===== src/rtl/icache_pkg.sv =====
// icache_pkg: shared sizing constants and state type for the icache refill controller
package icache_pkg;
  localparam int B = 64;
  localparam int MEM_W = 32;
  localparam int REP_W = 64;
  localparam int WORDS = B / 4;
  localparam int BEATS = B / 8;
  localparam int OFF_W = $clog2(B);
  localparam int CNT_W = $clog2(WORDS);
  localparam logic [CNT_W-1:0] LAST_WORD = CNT_W'(WORDS - 1);
  typedef enum logic [1:0] {IDLE, REQ, FILL, DRAIN} refill_state_t;
endpackage


===== src/rtl/refill_packer.sv =====
// refill_packer: pairs 32-bit memory beats into 64-bit replacement words with a one-cycle ready pulse
module refill_packer
  import icache_pkg::*;
(
  input  logic             clk_i,
  input  logic             reset_i,
  input  logic             beat_i,
  input  logic             flush_i,
  input  logic             odd_i,
  input  logic             last_i,
  input  logic [MEM_W-1:0] rdata_i,
  output logic [REP_W-1:0] rep_word_o,
  output logic             rep_ready_o,
  output logic             fill_done_o
);
  logic [MEM_W-1:0] lo;
  always_ff @(posedge clk_i or negedge reset_i)
    if (!reset_i) begin
      lo <= '0;
      rep_word_o <= '0;
      rep_ready_o <= 1'b0;
      fill_done_o <= 1'b0;
    end else begin
      rep_ready_o <= beat_i && odd_i && !flush_i;
      fill_done_o <= beat_i && last_i && !flush_i;
      if (beat_i && !odd_i) lo <= rdata_i;
      if (beat_i && odd_i && !flush_i) rep_word_o <= {rdata_i, lo};
    end
endmodule


===== src/rtl/icache_refill_ctrl.sv =====
// icache_refill_ctrl: L1 I-cache miss refill engine issuing one burst read per block miss
module icache_refill_ctrl
  import icache_pkg::*;
(
  input  logic             clk_i,
  input  logic             reset_i,
  input  logic             miss_valid_i,
  input  logic [31:0]      miss_addr_i,
  output logic             miss_ready_o,
  input  logic             abort_i,
  output logic             mem_req_o,
  output logic [31:0]      mem_addr_o,
  input  logic             mem_gnt_i,
  input  logic             mem_rvalid_i,
  input  logic [MEM_W-1:0] mem_rdata_i,
  output logic [REP_W-1:0] rep_word_o,
  output logic             rep_ready_o,
  output logic             fill_done_o,
  output logic             busy_o
);
  refill_state_t state;
  logic [CNT_W-1:0] word_cnt;
  logic [31:0] base;
  logic fill_beat;
  assign miss_ready_o = state == IDLE;
  assign mem_req_o = state == REQ;
  assign mem_addr_o = base;
  assign busy_o = state != IDLE;
  // the final pulse cycle is still FILL; beats arriving then are out of protocol
  assign fill_beat = state == FILL && mem_rvalid_i && !fill_done_o;
  always_ff @(posedge clk_i or negedge reset_i)
    if (!reset_i) begin
      state <= IDLE;
      word_cnt <= '0;
      base <= '0;
    end else begin
      unique case (state)
        IDLE: if (miss_valid_i && !abort_i) begin
          base <= {miss_addr_i[31:OFF_W], {OFF_W{1'b0}}};
          state <= REQ;
        end
        REQ: if (mem_gnt_i) begin
          state <= abort_i ? DRAIN : FILL;
          word_cnt <= '0;
        end else if (abort_i) state <= IDLE;
        FILL: if (fill_done_o) begin
          state <= IDLE;
          word_cnt <= '0;
        end else if (abort_i && mem_rvalid_i && word_cnt == LAST_WORD) begin
          state <= IDLE;
          word_cnt <= '0;
        end else begin
          if (mem_rvalid_i && word_cnt != LAST_WORD) word_cnt <= word_cnt + 1'b1;
          if (abort_i) state <= DRAIN;
        end
        DRAIN: if (mem_rvalid_i) begin
          word_cnt <= word_cnt == LAST_WORD ? '0 : word_cnt + 1'b1;
          state <= word_cnt == LAST_WORD ? IDLE : DRAIN;
        end
      endcase
    end
  refill_packer u_packer (
    .clk_i       (clk_i),
    .reset_i     (reset_i),
    .beat_i      (fill_beat),
    .flush_i     (abort_i),
    .odd_i       (word_cnt[0]),
    .last_i      (word_cnt == LAST_WORD),
    .rdata_i     (mem_rdata_i),
    .rep_word_o  (rep_word_o),
    .rep_ready_o (rep_ready_o),
    .fill_done_o (fill_done_o)
  );
endmodule

===== config.mk =====
export PLATFORM = sky130hd
export DESIGN_NAME = icache_refill_ctrl
export DESIGN_NICKNAME = d
export VERILOG_FILES = /design/src/rtl/icache_pkg.sv /design/src/rtl/refill_packer.sv /design/src/rtl/icache_refill_ctrl.sv
export SDC_FILE = /design/constraint.sdc
export NUM_CORES = 1
export LEC_CHECK = 0
export BUFFER_PORTS_ARGS = -buffer_cell sky130_fd_sc_hd__buf_2
export CAP_MARGIN = 15
export CORE_MARGIN = 2
export CORE_UTILIZATION = 35
export CTS_BUF_LIST = sky130_fd_sc_hd__clkbuf_4 sky130_fd_sc_hd__clkbuf_8 sky130_fd_sc_hd__clkbuf_16
export DETAILED_ROUTE_END_ITERATION = 8
export PLACE_DENSITY = 0.61
export RECOVER_POWER = 100
export SYNTH_ARGS = -nofsm -noshare
export SYNTH_HDL_FRONTEND = slang
export SYNTH_SLANG_ARGS = --single-unit

===== constraint.sdc =====
create_clock -name clk_i -period 1.94 [get_ports clk_i]
set_input_delay 0.097 -clock clk_i [delete_from_list [all_inputs] [get_ports clk_i]]
set_output_delay 0.097 -clock clk_i [all_outputs]
set_load 0.1 [all_outputs]

Yosys cells after proc, flatten, opt, wreduce, memory -nomap -nowiden
Index checks and enable logic that the tools add are counted.
{"block": "totals", "reg_bits": 130, "in_bits": 70, "elab_cells": 56}
{"block": "op_classes", "add_sub_neg": 1, "n_eq_ne": 11, "muxes": 17, "reduce_logical": 20}
{"operator": "4-bit 2-to-1 mux", "count": 6}
{"operator": "2-bit 2-to-1 mux", "count": 8}
{"operator": "4-bit one-hot mux with 3 select lines", "count": 1}
{"operator": "1-bit logical AND", "count": 11}
{"operator": "2-bit one-hot mux with 4 select lines", "count": 1}
{"operator": "4-bit AND reduction", "count": 2}
{"operator": "4-bit by 1-bit adder with 4-bit output (second input constant)", "count": 1}
{"operator": "2-bit == test (second input constant)", "count": 2}
{"operator": "4-bit == test (second input constant)", "count": 1}
{"operator": "2-bit by 1-bit != test with 1-bit output (second input constant)", "count": 2}
{"operator": "4-bit by 1-bit != test with 1-bit output (second input constant)", "count": 1}
{"operator": "4-bit by 2-bit != test with 1-bit output (second input constant)", "count": 1}
{"operator": "4-bit != test (second input constant)", "count": 1}
{"operator": "1-bit zero test", "count": 3}
{"operator": "3-bit by 2-bit != test with 1-bit output (second input constant)", "count": 1}
{"operator": "3-bit nonzero test", "count": 1}
{"operator": "2-bit by 1-bit == test with 1-bit output (second input constant)", "count": 1}
{"operator": "2-bit zero test", "count": 1}
{"operator": "2-bit != test (second input constant)", "count": 1}
{"operator": "2-bit AND reduction", "count": 1}
{"operator": "2-bit nonzero test", "count": 1}
{"operator": "1-bit 2-to-1 mux", "count": 1}

Logic depth before layout (Yosys ltp)
Gate-level depths: netlist of run 1.
{"block": "depth", "word_depth": 6, "ltp_mapped": 7, "ltp_nobuf": 5}

Modules after synthesis
Synthesis of run 1 repeated with hierarchy kept, for this count alone.
{"block": "hier_totals", "cells_unflattened": 322, "hier_area_um2": 5327.6}
{"module": "refill_packer", "n_inst": 1, "cells_each": 209, "area_per_inst_um2": 3854.9, "seq_area_each_um2": 2452.4}
{"module": "icache_refill_ctrl", "n_inst": 1, "cells_each": 113, "area_per_inst_um2": 1472.7, "seq_area_each_um2": 800.8}

Worst setup path after synthesis of run 1
No wires, ideal clock.
{"block": "synth_timing", "kind": "register to register", "start": "reg state[0]", "end": "reg base[11] (netlist: mem_addr_o[11])", "setup_time_ps": 125, "arrival_time_ps": 3879, "path_slack_ps": -2065, "path_stages_with_launch": 7, "n_path_buf": 2, "path_cell_list": "dfrtp_1 buf_4 nor2_1 inv_1 nor2_2 buf_2 mux2_2"}
{"block": "synth_between", "elab_chain_len": 2}
{"element": "from (decl)", "line": "icache_refill_ctrl.sv:21", "source": "refill_state_t state;"}
{"element": "from (signal assigned)", "line": "icache_refill_ctrl.sv:43", "source": "state <= abort_i ? DRAIN : FILL;"}
{"element": "from (signal assigned)", "line": "icache_refill_ctrl.sv:58", "source": "state <= word_cnt == LAST_WORD ? IDLE : DRAIN;"}
{"element": "2-bit zero test"}
{"element": "net miss_ready_o", "line": "icache_refill_ctrl.sv:9", "source": "output logic miss_ready_o,"}
{"element": "2-bit AND reduction (no line)"}
{"element": "to (signal assigned)", "line": "icache_refill_ctrl.sv:39", "source": "base <= {miss_addr_i[31:OFF_W], {OFF_W{1'b0}}};"}
{"element": "to (decl)", "line": "icache_refill_ctrl.sv:23", "source": "logic [31:0] base;"}
The timed path passes the listed nets, and every way through them passes these cells.
A chain may end at the register's enable or synchronous reset.

Final worst setup path of run 1
{"block": "layout_timing", "start": "reg u_packer.fill_done_o", "end": "reg u_packer.rep_word_o[8]"}
{"block": "layout_between", "elab_chain_len": 4}
{"element": "from (decl)", "line": "refill_packer.sv:14", "source": "output logic fill_done_o"}
{"element": "from (signal assigned)", "line": "refill_packer.sv:25", "source": "fill_done_o <= beat_i && last_i && !flush_i;"}
{"element": "1-bit zero test", "line": "icache_refill_ctrl.sv:30", "source": "assign fill_beat = state == FILL && mem_rvalid_i && !fill_done_o;"}
{"element": "1-bit logical AND", "line": "icache_refill_ctrl.sv:30"}
{"element": "1-bit logical AND (2 in series)", "line": "refill_packer.sv:27", "source": "if (beat_i && odd_i && !flush_i) rep_word_o <= {rdata_i, lo};"}
{"element": "to (signal assigned)", "line": "refill_packer.sv:27"}
{"element": "to (decl)", "line": "refill_packer.sv:12", "source": "output logic [REP_W-1:0] rep_word_o,"}
Every way passes these cells.

==> results of run 1 <==
[through the flow]
| step | hold slack [ps] | setup WS (ps) |
|---|---|---|
| 2_1_floorplan | -199 | -767 |
| 3_3_place_gp | 136 | 54.4 |
| 3_5_place_dp | 142 | 44.4 |
| 4_1_cts | 15.3 | 41.6 |
| 5_1_grt | 74.6 | 6.60 |
| 6_report | 47.2 | 53.3 |
[cell families after synthesis]
group | count (synthesis) | synth area share [%]
mux | 124 | 29.9
fa+ha+maj | 1 | 0.237
simple gates | 25 | 2.92
other cells | 1 | 0.0711
buf+inv | 26 | 3.34
compound gates | 15 | 1.85
flops | 130 | 61.7
[critical path: stages, from the launching register on]
cell     delay (ps)
dfrtp_4         460
or2b_4          240
nand4_4         100
or3b_4          450
buf_12          190
mux2_1          320
[routing by layer]
metal	track usage, %	vias up
met3	4.89	16
met2	24.6	88
met1	17.7	1753
li1	-	1597
met5	0	-
met4	6.08	0
[cell usage after synthesis, types with 2 or more instances]
library cell | count | area share (%)
buf_2 | 6 | 0.57
a21oi_1 | 5 | 0.47
and2_1 | 2 | 0.24
dfrtp_1 | 130 | 62
mux2i_1 | 2 | 0.38
nand2_1 | 2 | 0.14
mux2_4 | 49 | 14
mux2_2 | 73 | 16
nor2_1 | 6 | 0.43
buf_6 | 6 | 1.3
buf_4 | 7 | 1.0
a31oi_1 | 3 | 0.36
o21ai_0 | 2 | 0.19
inv_1 | 6 | 0.43
or3b_2 | 2 | 0.33
nand3_1 | 2 | 0.19
nand2b_1 | 2 | 0.24
[path summary, 6_finish.rpt]
kind,to,slack (ps),cells past startpoint,from
worst max-delay path,u_packer.rep_word_o[8]$_DFFE_PN0P_,50,5,u_packer.fill_done_o$_DFF_PN0_
worst min-delay path,state[1]$_DFFE_PN0P_,50,3,mem_gnt_i
worst max register to register,u_packer.rep_word_o[8]$_DFFE_PN0P_,50,5,u_packer.fill_done_o$_DFF_PN0_
worst min register to register,u_packer.rep_word_o[6]$_DFFE_PN0P_,480,1,u_packer.lo[6]$_DFFE_PN0P_
max in group asynchronous,mem_addr_o[8]$_DFFE_PN0P_,450,3,reset_i
min in group asynchronous,u_packer.lo[18]$_DFFE_PN0P_,500,3,reset_i
[cell type report]
type | count | area (sq um)
Clock buffer | 25 | 529
Clock inverter | 7 | 141
Fill cell | 1252 | 7110
Inverter | 6 | 26.3
Multi-Input combinational cell | 171 | 1850
Sequential cell | 130 | 3260
Tap cell | 184 | 230
Timing Repair Buffer | 230 | 1500
[flip-flops by register name, indices dropped and copies added (netlist names)]
register	count
mem_addr_o	26
u_packer.rep_ready_o	1
u_packer.fill_done_o	1
u_packer.lo	32
state	2
u_packer.rep_word_o	64
word_cnt	4
==> results_dict.tcl, run 1 <==
set metrics [dict create \
    synth.yosys.warnings 0 \
    dr.pass1.iters 4 \
    port-buffer-count 158 \
    final.setup.tns_ps 0 \
    cts_max_level 4 \
    viasPerCell 4.59 \
    synth-edff-count 0 \
    arrival_ps 2170 \
    nNetsFinal 627 \
    fin_skew_ps 4.23 \
    synthArstFlopShare_pct 100 \
    cts_tree "built" \
    wl_per_cell_um 14.9 \
    ant_nets 0 \
    grt-ovfl-total 0 \
    syn_area_sq_um 5280 \
    finalCritPeriodShare_pct 97.3 \
    slew_viol_final 0 \
    hold_path_class "input pin to flop" \
    syn_inst 322 \
    postCtsSetupBuffers 0 \
    place.gp.congestion 0.838 \
    fin_crit_ps 1890 \
    synthToLayoutAreaGrowth_pct 42.8 \
    cap_viol_max_count 0 \
    setup_viol 0 \
    wl_um 11200 \
    synth_ff_type "dfrtp_1" \
    cp_max_fo 20 \
    clk_latency_ps 400 \
    num_vias 3454 \
    cts_inserted_buffers 17 \
    fin_cells 753 \
    diodes 0 \
    die-area_sq_um 16100 \
    synth_cell_type_count 34 \
    initial_core_util_pct 36.0 \
    num_rows 44 \
    clock-sinks 130 \
    final_area_sq_um 7530 \
    grt_pass1_wl_um 18700 \
    dieHeight_um 127 \
    rsz0062_at_grt "no" \
    grt_usage_pct 14.8 \
    highest_layer "met4" \
    crit_path_start_kind "flop" \
    drive_gt1_share_pct 56.2 \
    place_area_sq_um 6380 \
    endpoint_kind "flop" \
    layout.cells.most_common "dfrtp_1" \
    ys_ff_latch 130 \
    postSynthAreaPerCell_sq_um 16.4 \
    cp.required_ps 2230 \
    grt_pass1_vias 3725 \
    final_cell_mix "129 x dfrtp_1, 95 x clkbuf_2, 73 x mux2_2, 65 x buf_2, 59 x dlygate4sd3_1" \
    final-hold-violation-count 0 \
    status "finished clean" \
    cts_resized 0 \
    relSlewSlack_pct 10.6 \
    drcViolationCount 0 \
    wl_met3_um 488 \
    tightest_slew_ps 1340 \
    grt_max_degree 69 \
    clk_path_buf_depth 2 \
    die_x_um 127 \
    holdBufCountCts 59 \
    core_sq_um 14600 \
    grt_antenna_before_repair 0 \
    dp_hpwl_um 7260 \
    ios 171 \
    fmax_ghz 0.530 \
    cts-root-buf "clkbuf_16" \
    ys_seq_area_share_pct 61.7 \
    clk_pin_slew_worst_paths_ps 50 \
    wl_met2_um 5860 \
    place_inst 662 \
    met1_length_um 4690 \
    fin_util_pct 51.4 \
    path_class "flop to flop" \
    dr.first_iter.drc_count 123 \
]
Power of run 1 is left out: the tool's default activity adds up to more than one toggle a clock period on the data nets, which glitch-free logic cannot reach.
==> run 2: changes to the inputs <==
--- a/config.mk
+++ b/config.mk
@@ -5,6 +5,7 @@
 export SDC_FILE = /design/constraint.sdc
 export NUM_CORES = 1
 export LEC_CHECK = 0
+export ABC_AREA = 1
 export BUFFER_PORTS_ARGS = -buffer_cell sky130_fd_sc_hd__buf_2
 export CAP_MARGIN = 15
 export CORE_MARGIN = 2
==> run 2 against run 1 <==
  * Via count grew 20%
  * Utilization down 1.3 points
  * Sequential cell count did not move
  * Critical endpoint is now miss_ready_o
==> results_dict.tcl, run 2 <==
set metrics [dict create \
    cp.required_ps 1840 \
    path_class "flop to primary output" \
    grt_antenna_before_repair 0 \
    tightest_slew_ps 1290 \
    grt-ovfl-total 0 \
    clk_path_buf_depth 2 \
    final_area_sq_um 7260 \
    hold_path_class "input pin to flop" \
    core_sq_um 14500 \
    syn_inst 525 \
    cts_tree "built" \
    grt_max_degree 65 \
    setup_viol 0 \
    initial_core_util_pct 35.7 \
    clk_pin_slew_worst_paths_ps 60 \
    cts_inserted_buffers 17 \
    synth_cell_type_count 25 \
    cts-root-buf "clkbuf_16" \
    dr.first_iter.drc_count 172 \
    viasPerCell 4.42 \
    yosysMostFrequentCell "nand2_1" \
    layout.cells.most_common "nand2_1" \
    final-hold-violation-count 0 \
    crit_path_start_kind "flop" \
    dp_hpwl_um 7630 \
    dr.pass1.iters 4 \
    fmax_ghz 0.563 \
    relSlewSlack_pct 14.2 \
    slowest_delay_ps 520 \
    port-buffer-count 158 \
    synthToLayoutAreaGrowth_pct 40.4 \
    slew_viol_final 0 \
    crit_slowest_cell "clkbuf_2" \
    grt_pass1_wl_um 19900 \
    cp_max_fo 8 \
    ys_seq_area_share_pct 62.9 \
    die_x_um 126 \
    postSynthAreaPerCell_sq_um 9.85 \
    cap_viol_max_count 0 \
    fin_crit_ps 1780 \
    synthTopCellsByCount "192 x nand2_1, 130 x dfrtp_1, 58 x o21ai_0" \
    dieHeight_um 126 \
    syn_area_sq_um 5170 \
    synth-edff-count 0 \
    synth_ff_type "dfrtp_1" \
    wl_um 12000 \
    cp_top_family "buffers and inverters" \
    drive_gt1_share_pct 30.1 \
    arrival_ps 1680 \
    rsz0062_at_grt "no" \
    nNetsFinal 815 \
    synthArstFlopShare_pct 100 \
    cts_max_level 4 \
    crit_chain "nor2_1 > clkbuf_2" \
    grt_usage_pct 15.7 \
    largest_reg_flops 64 \
    endpoint_kind "primary output" \
    num_vias 4156 \
    yosys.area.top_type_share_pct 62.9 \
    synth.yosys.warnings 0 \
    finalCritPeriodShare_pct 91.6 \
    clk_latency_ps 420 \
    ys_ff_latch 130 \
    place.gp.congestion 0.889 \
    postCtsSetupBuffers 0 \
    synth_area_leaders "dfrtp_1 63%, nand2_1 14%, mux2_2 5.7%, o21ai_0 5.6%, inv_1 3.3%" \
    critPathBufInv 1 \
    diodes 0 \
    yosys.area.top_type "dfrtp_1" \
    fin_skew_ps 9.33 \
    ant_nets 0 \
    die-area_sq_um 15800 \
    status "finished clean" \
    clock-sinks 130 \
    cts_resized 0 \
    wl_per_cell_um 12.7 \
    grt_pass1_vias 4024 \
    drcViolationCount 0 \
    holdBufCountCts 59 \
    final_cell_mix "192 x nand2_1, 130 x dfrtp_1, 95 x clkbuf_2, 66 x o21ai_0, 62 x buf_2" \
    top_register "u_packer.rep_word_o" \
    num_rows 44 \
    ios 171 \
    place_area_sq_um 6120 \
]
-- run 2: cell count changes after synthesis, moves of 5 or more --
cell      delta
nand2_1    +190
o21ai_0     +56
a21oi_1      -5
mux2_4      -49
o21ai_1      +6
clkbuf_1     +9
inv_1       +40
nor2_1       +5
mux2_2      -47
nand3_1      +7
-- run 2: layer usage --
metal | wire, um | global-route usage, % | share of wire (%)
met5 | 0 | 0 | 0
met4 | 214 | 6.27 | 1.8
met1 | 5550 | 20.5 | 46
met3 | 832 | 5.22 | 7.0
met2 | 5350 | 24.3 | 45
-- run 2: worst min-delay path: stages --
cell	delay [ps]
buf_2	110
inv_1	100
nor3_4	70
nand2_1	50
nor2_1	30
-- run 2: cell families (layout without fill, tap and decap cells) --
kind of cell             Yosys count  after routing  synth area share (%)
other                              1              6                0.0725
AO/OA/AOI/OAI                     70             70                  7.19
adder cells (fa/ha/maj)            1              1                 0.242
buffers and inverters             76            303                  6.99
multiplexers                      26             26                  5.66
flip-flops                       130            130                  62.9
AND/OR/NAND/NOR                  221            221                  16.9
-- run 2: path summary, 6_finish.rpt --
path	from	to	slack (ps)	depth (start not counted)
max	state[0]$_DFFE_PN0P_	miss_ready_o	160	2
min	mem_rvalid_i	u_packer.fill_done_o$_DFF_PN0_	80	5
min reg2reg	u_packer.lo[23]$_DFFE_PN0P_	u_packer.rep_word_o[23]$_DFFE_PN0P_	460	2
min in group asynchronous	reset_i	word_cnt[3]$_DFFE_PN0P_	510	2
max reg2reg	state[0]$_DFFE_PN0P_	u_packer.rep_word_o[30]$_DFFE_PN0P_	220	8
max in group asynchronous	reset_i	u_packer.rep_word_o[29]$_DFFE_PN0P_	480	3
-- run 2: cell type report --
type | count | area, sq um
clock buffers | 20 | 460
clock inverters | 12 | 131
fillers | 1312 | 7220
inverters | 48 | 180
multi-input cells | 324 | 1570
flip-flops and latches | 130 | 3250
well taps | 184 | 230
repair buffers | 223 | 1440
-- run 2: stage by stage --
| stage | setup WS (ps) | hold slack (ps) | util (%) | TNS (ps) | std cells |
|---|---|---|---|---|---|
| after floorplan | -340 | -199 | - | -1820 | 530 |
| after global placement | 335 | 69.3 | 42.3 | 0 | 850 |
| after detailed placement | 276 | 78.3 | 42.3 | 0 | 850 |
| after CTS | 196 | 59.3 | 50.4 | 0 | 941 |
| after global routing | 61.8 | 88.6 | 50.2 | 0 | 941 |
| final | 162 | 84.7 | 50.2 | 0 | 941 |
Power of run 2 is left out for the same reason.
==> run 3: changes to the inputs <==
--- a/config.mk
+++ b/config.mk
@@ -8,6 +8,7 @@
 export ABC_AREA = 1
 export BUFFER_PORTS_ARGS = -buffer_cell sky130_fd_sc_hd__buf_2
 export CAP_MARGIN = 15
+export CORE_ASPECT_RATIO = 1.25
 export CORE_MARGIN = 2
 export CORE_UTILIZATION = 35
 export CTS_BUF_LIST = sky130_fd_sc_hd__clkbuf_4 sky130_fd_sc_hd__clkbuf_8 sky130_fd_sc_hd__clkbuf_16
==> run 3 against run 2 <==
  * Die area is essentially flat
  * The flow now finishes with violations (max-capacitance violations, max-slew violations)
  * Global-route usage is 0.48 points higher
  * Non-clock buffer count grew 2
  * Clock skew barely moved
  * Utilization is 0.26 points higher
  * Highest routed layer unchanged
==> results_dict.tcl, run 3 (same netlist as run 2, synthesis figures left out) <==
set metrics [dict create \
    synthToLayoutAreaGrowth_pct 40.5 \
    cts-root-buf "clkbuf_16" \
    clk_latency_ps 420 \
    die_x_um 113 \
    tightest_slew_ps 1510 \
    dp_hpwl_um 7890 \
    dr.first_iter.drc_count 152 \
    fin_skew_ps 9.26 \
    final_cell_mix "193 x nand2_1, 130 x dfrtp_1, 97 x clkbuf_2, 68 x o21ai_0, 62 x buf_2" \
    layout.cells.most_common "nand2_1" \
    cts_inserted_buffers 17 \
    path_class "flop to primary output" \
    r2r_slack_ps 250 \
    fin_cells 937 \
    hold_path_class "input pin to flop" \
    critPathLaunch "state[1]$_DFFE_PN0P_" \
    crit_path_start_kind "flop" \
    multi_input_area_sq_um 1560 \
    largest_reg_flops 64 \
    rsz0062_at_grt "no" \
    grt-ovfl-total 0 \
    cp.required_ps 1840 \
    wl_um 12100 \
    diodes 0 \
    violations "max-capacitance violations, max-slew violations" \
    r2r_end "mem_addr_o[9]$_DFFE_PN0P_" \
    fmax_ghz 0.563 \
    num_rows 49 \
    postCtsSetupBuffers 0 \
    grt_pass1_wl_um 20400 \
    grt_antenna_before_repair 0 \
    arrival_ps 1680 \
    clk_pin_slew_worst_paths_ps 60 \
    regToRegStartpoint "state[1]$_DFFE_PN0P_" \
    endpoint "miss_ready_o" \
    dr.pass1.iters 5 \
    cp_max_fo 6 \
    dieHeight_um 140 \
    num_vias 4219 \
    cap_viol_max_count 1 \
    relSlewSlack_pct -0.911 \
    finalCritPeriodShare_pct 91.5 \
    cts_max_level 4 \
    final-hold-violation-count 0 \
    setup_viol 0 \
    slew_viol_final 59 \
    nNetsFinal 817 \
    initial_core_util_pct 35.9 \
    die-area_sq_um 15800 \
    top_register "u_packer.rep_word_o" \
    clk_path_buf_depth 2 \
    port-buffer-count 158 \
    grt_usage_pct 16.2 \
    viasPerCell 4.50 \
    drcViolationCount 0 \
    grt_pass1_vias 4247 \
    hold_start "mem_gnt_i" \
    grt_max_degree 60 \
    status "finished with violations" \
    cts_tree "built" \
    ios 171 \
    clock-sinks 130 \
    endpoint_kind "primary output" \
    place.gp.congestion 0.796 \
    nFillCells 1296 \
    core_sq_um 14400 \
    wl_per_cell_um 12.9 \
    reg2reg_depth 3 \
    ant_nets 0 \
    place_inst 846 \
    fin_crit_ps 1770 \
    ff_latch_area_sq_um 3250 \
    drive_gt1_share_pct 30.3 \
]
[run 3: timing repair]
action                                 CTS  global route
hold buffers                            59             0
endpoints found under the hold margin  146             0
setup endpoints to repair                0             0
resized for setup                        0             0
[run 3: how the worst min path moves through the flow]
stage                                       endpoint  slack (ps)  cells after the start
after CTS                       state[1]$_DFFE_PN0P_          40                      4
after floorplan           mem_addr_o[10]$_DFFE_PN0P_        -200                      0
after global placement    mem_addr_o[20]$_DFFE_PN0P_         100                      1
after global routing            state[1]$_DFFE_PN0P_          80                      4
after detailed placement  mem_addr_o[20]$_DFFE_PN0P_         110                      1
final                           state[1]$_DFFE_PN0P_          70                      4
[run 3: final cells by class]
| type | count | share of cell area (%) |
|---|---|---|
| Sequential cell | 130 | 44.8 |
| Multi-Input combinational cell | 324 | 21.5 |
| Timing Repair Buffer | 225 | 20.2 |
| Clock buffer | 20 | 6.17 |
| Tap cell | 178 | 3.07 |
| Inverter | 48 | 2.48 |
| Clock inverter | 12 | 1.83 |
[run 3: stage by stage]
stage	hold slack, ps	TNS, ps	cell area (sq um)	setup slack [ps]	utilization, %
6_report	74.0	0	7260	165	50.4
5_1_grt	76.9	0	7260	85.3	50.4
4_1_cts	43.7	0	7300	172	50.6
3_5_place_dp	107	0	6130	310	42.5
3_3_place_gp	104	0	6130	363	42.5
2_1_floorplan	-199	-1820	5190	-340	-
[run 3: routing by layer]
metal | up-vias | GRT usage, % | part of all wire, % | wire length, um
met3 | 22 | 4.76 | 6.0 | 732
met1 | 1982 | 19.9 | 44 | 5300
met2 | 142 | 26.4 | 48 | 5820
met5 | - | 0 | 0 | 0
li1 | 2073 | - | - | -
met4 | 0 | 7.12 | 2.3 | 282
[run 3: critical path, stage by stage (launching register included)]
cell and delay, ps:
dfrtp_1 460, nor2_1 280, clkbuf_2 520
Power of run 3 is left out for the same reason.
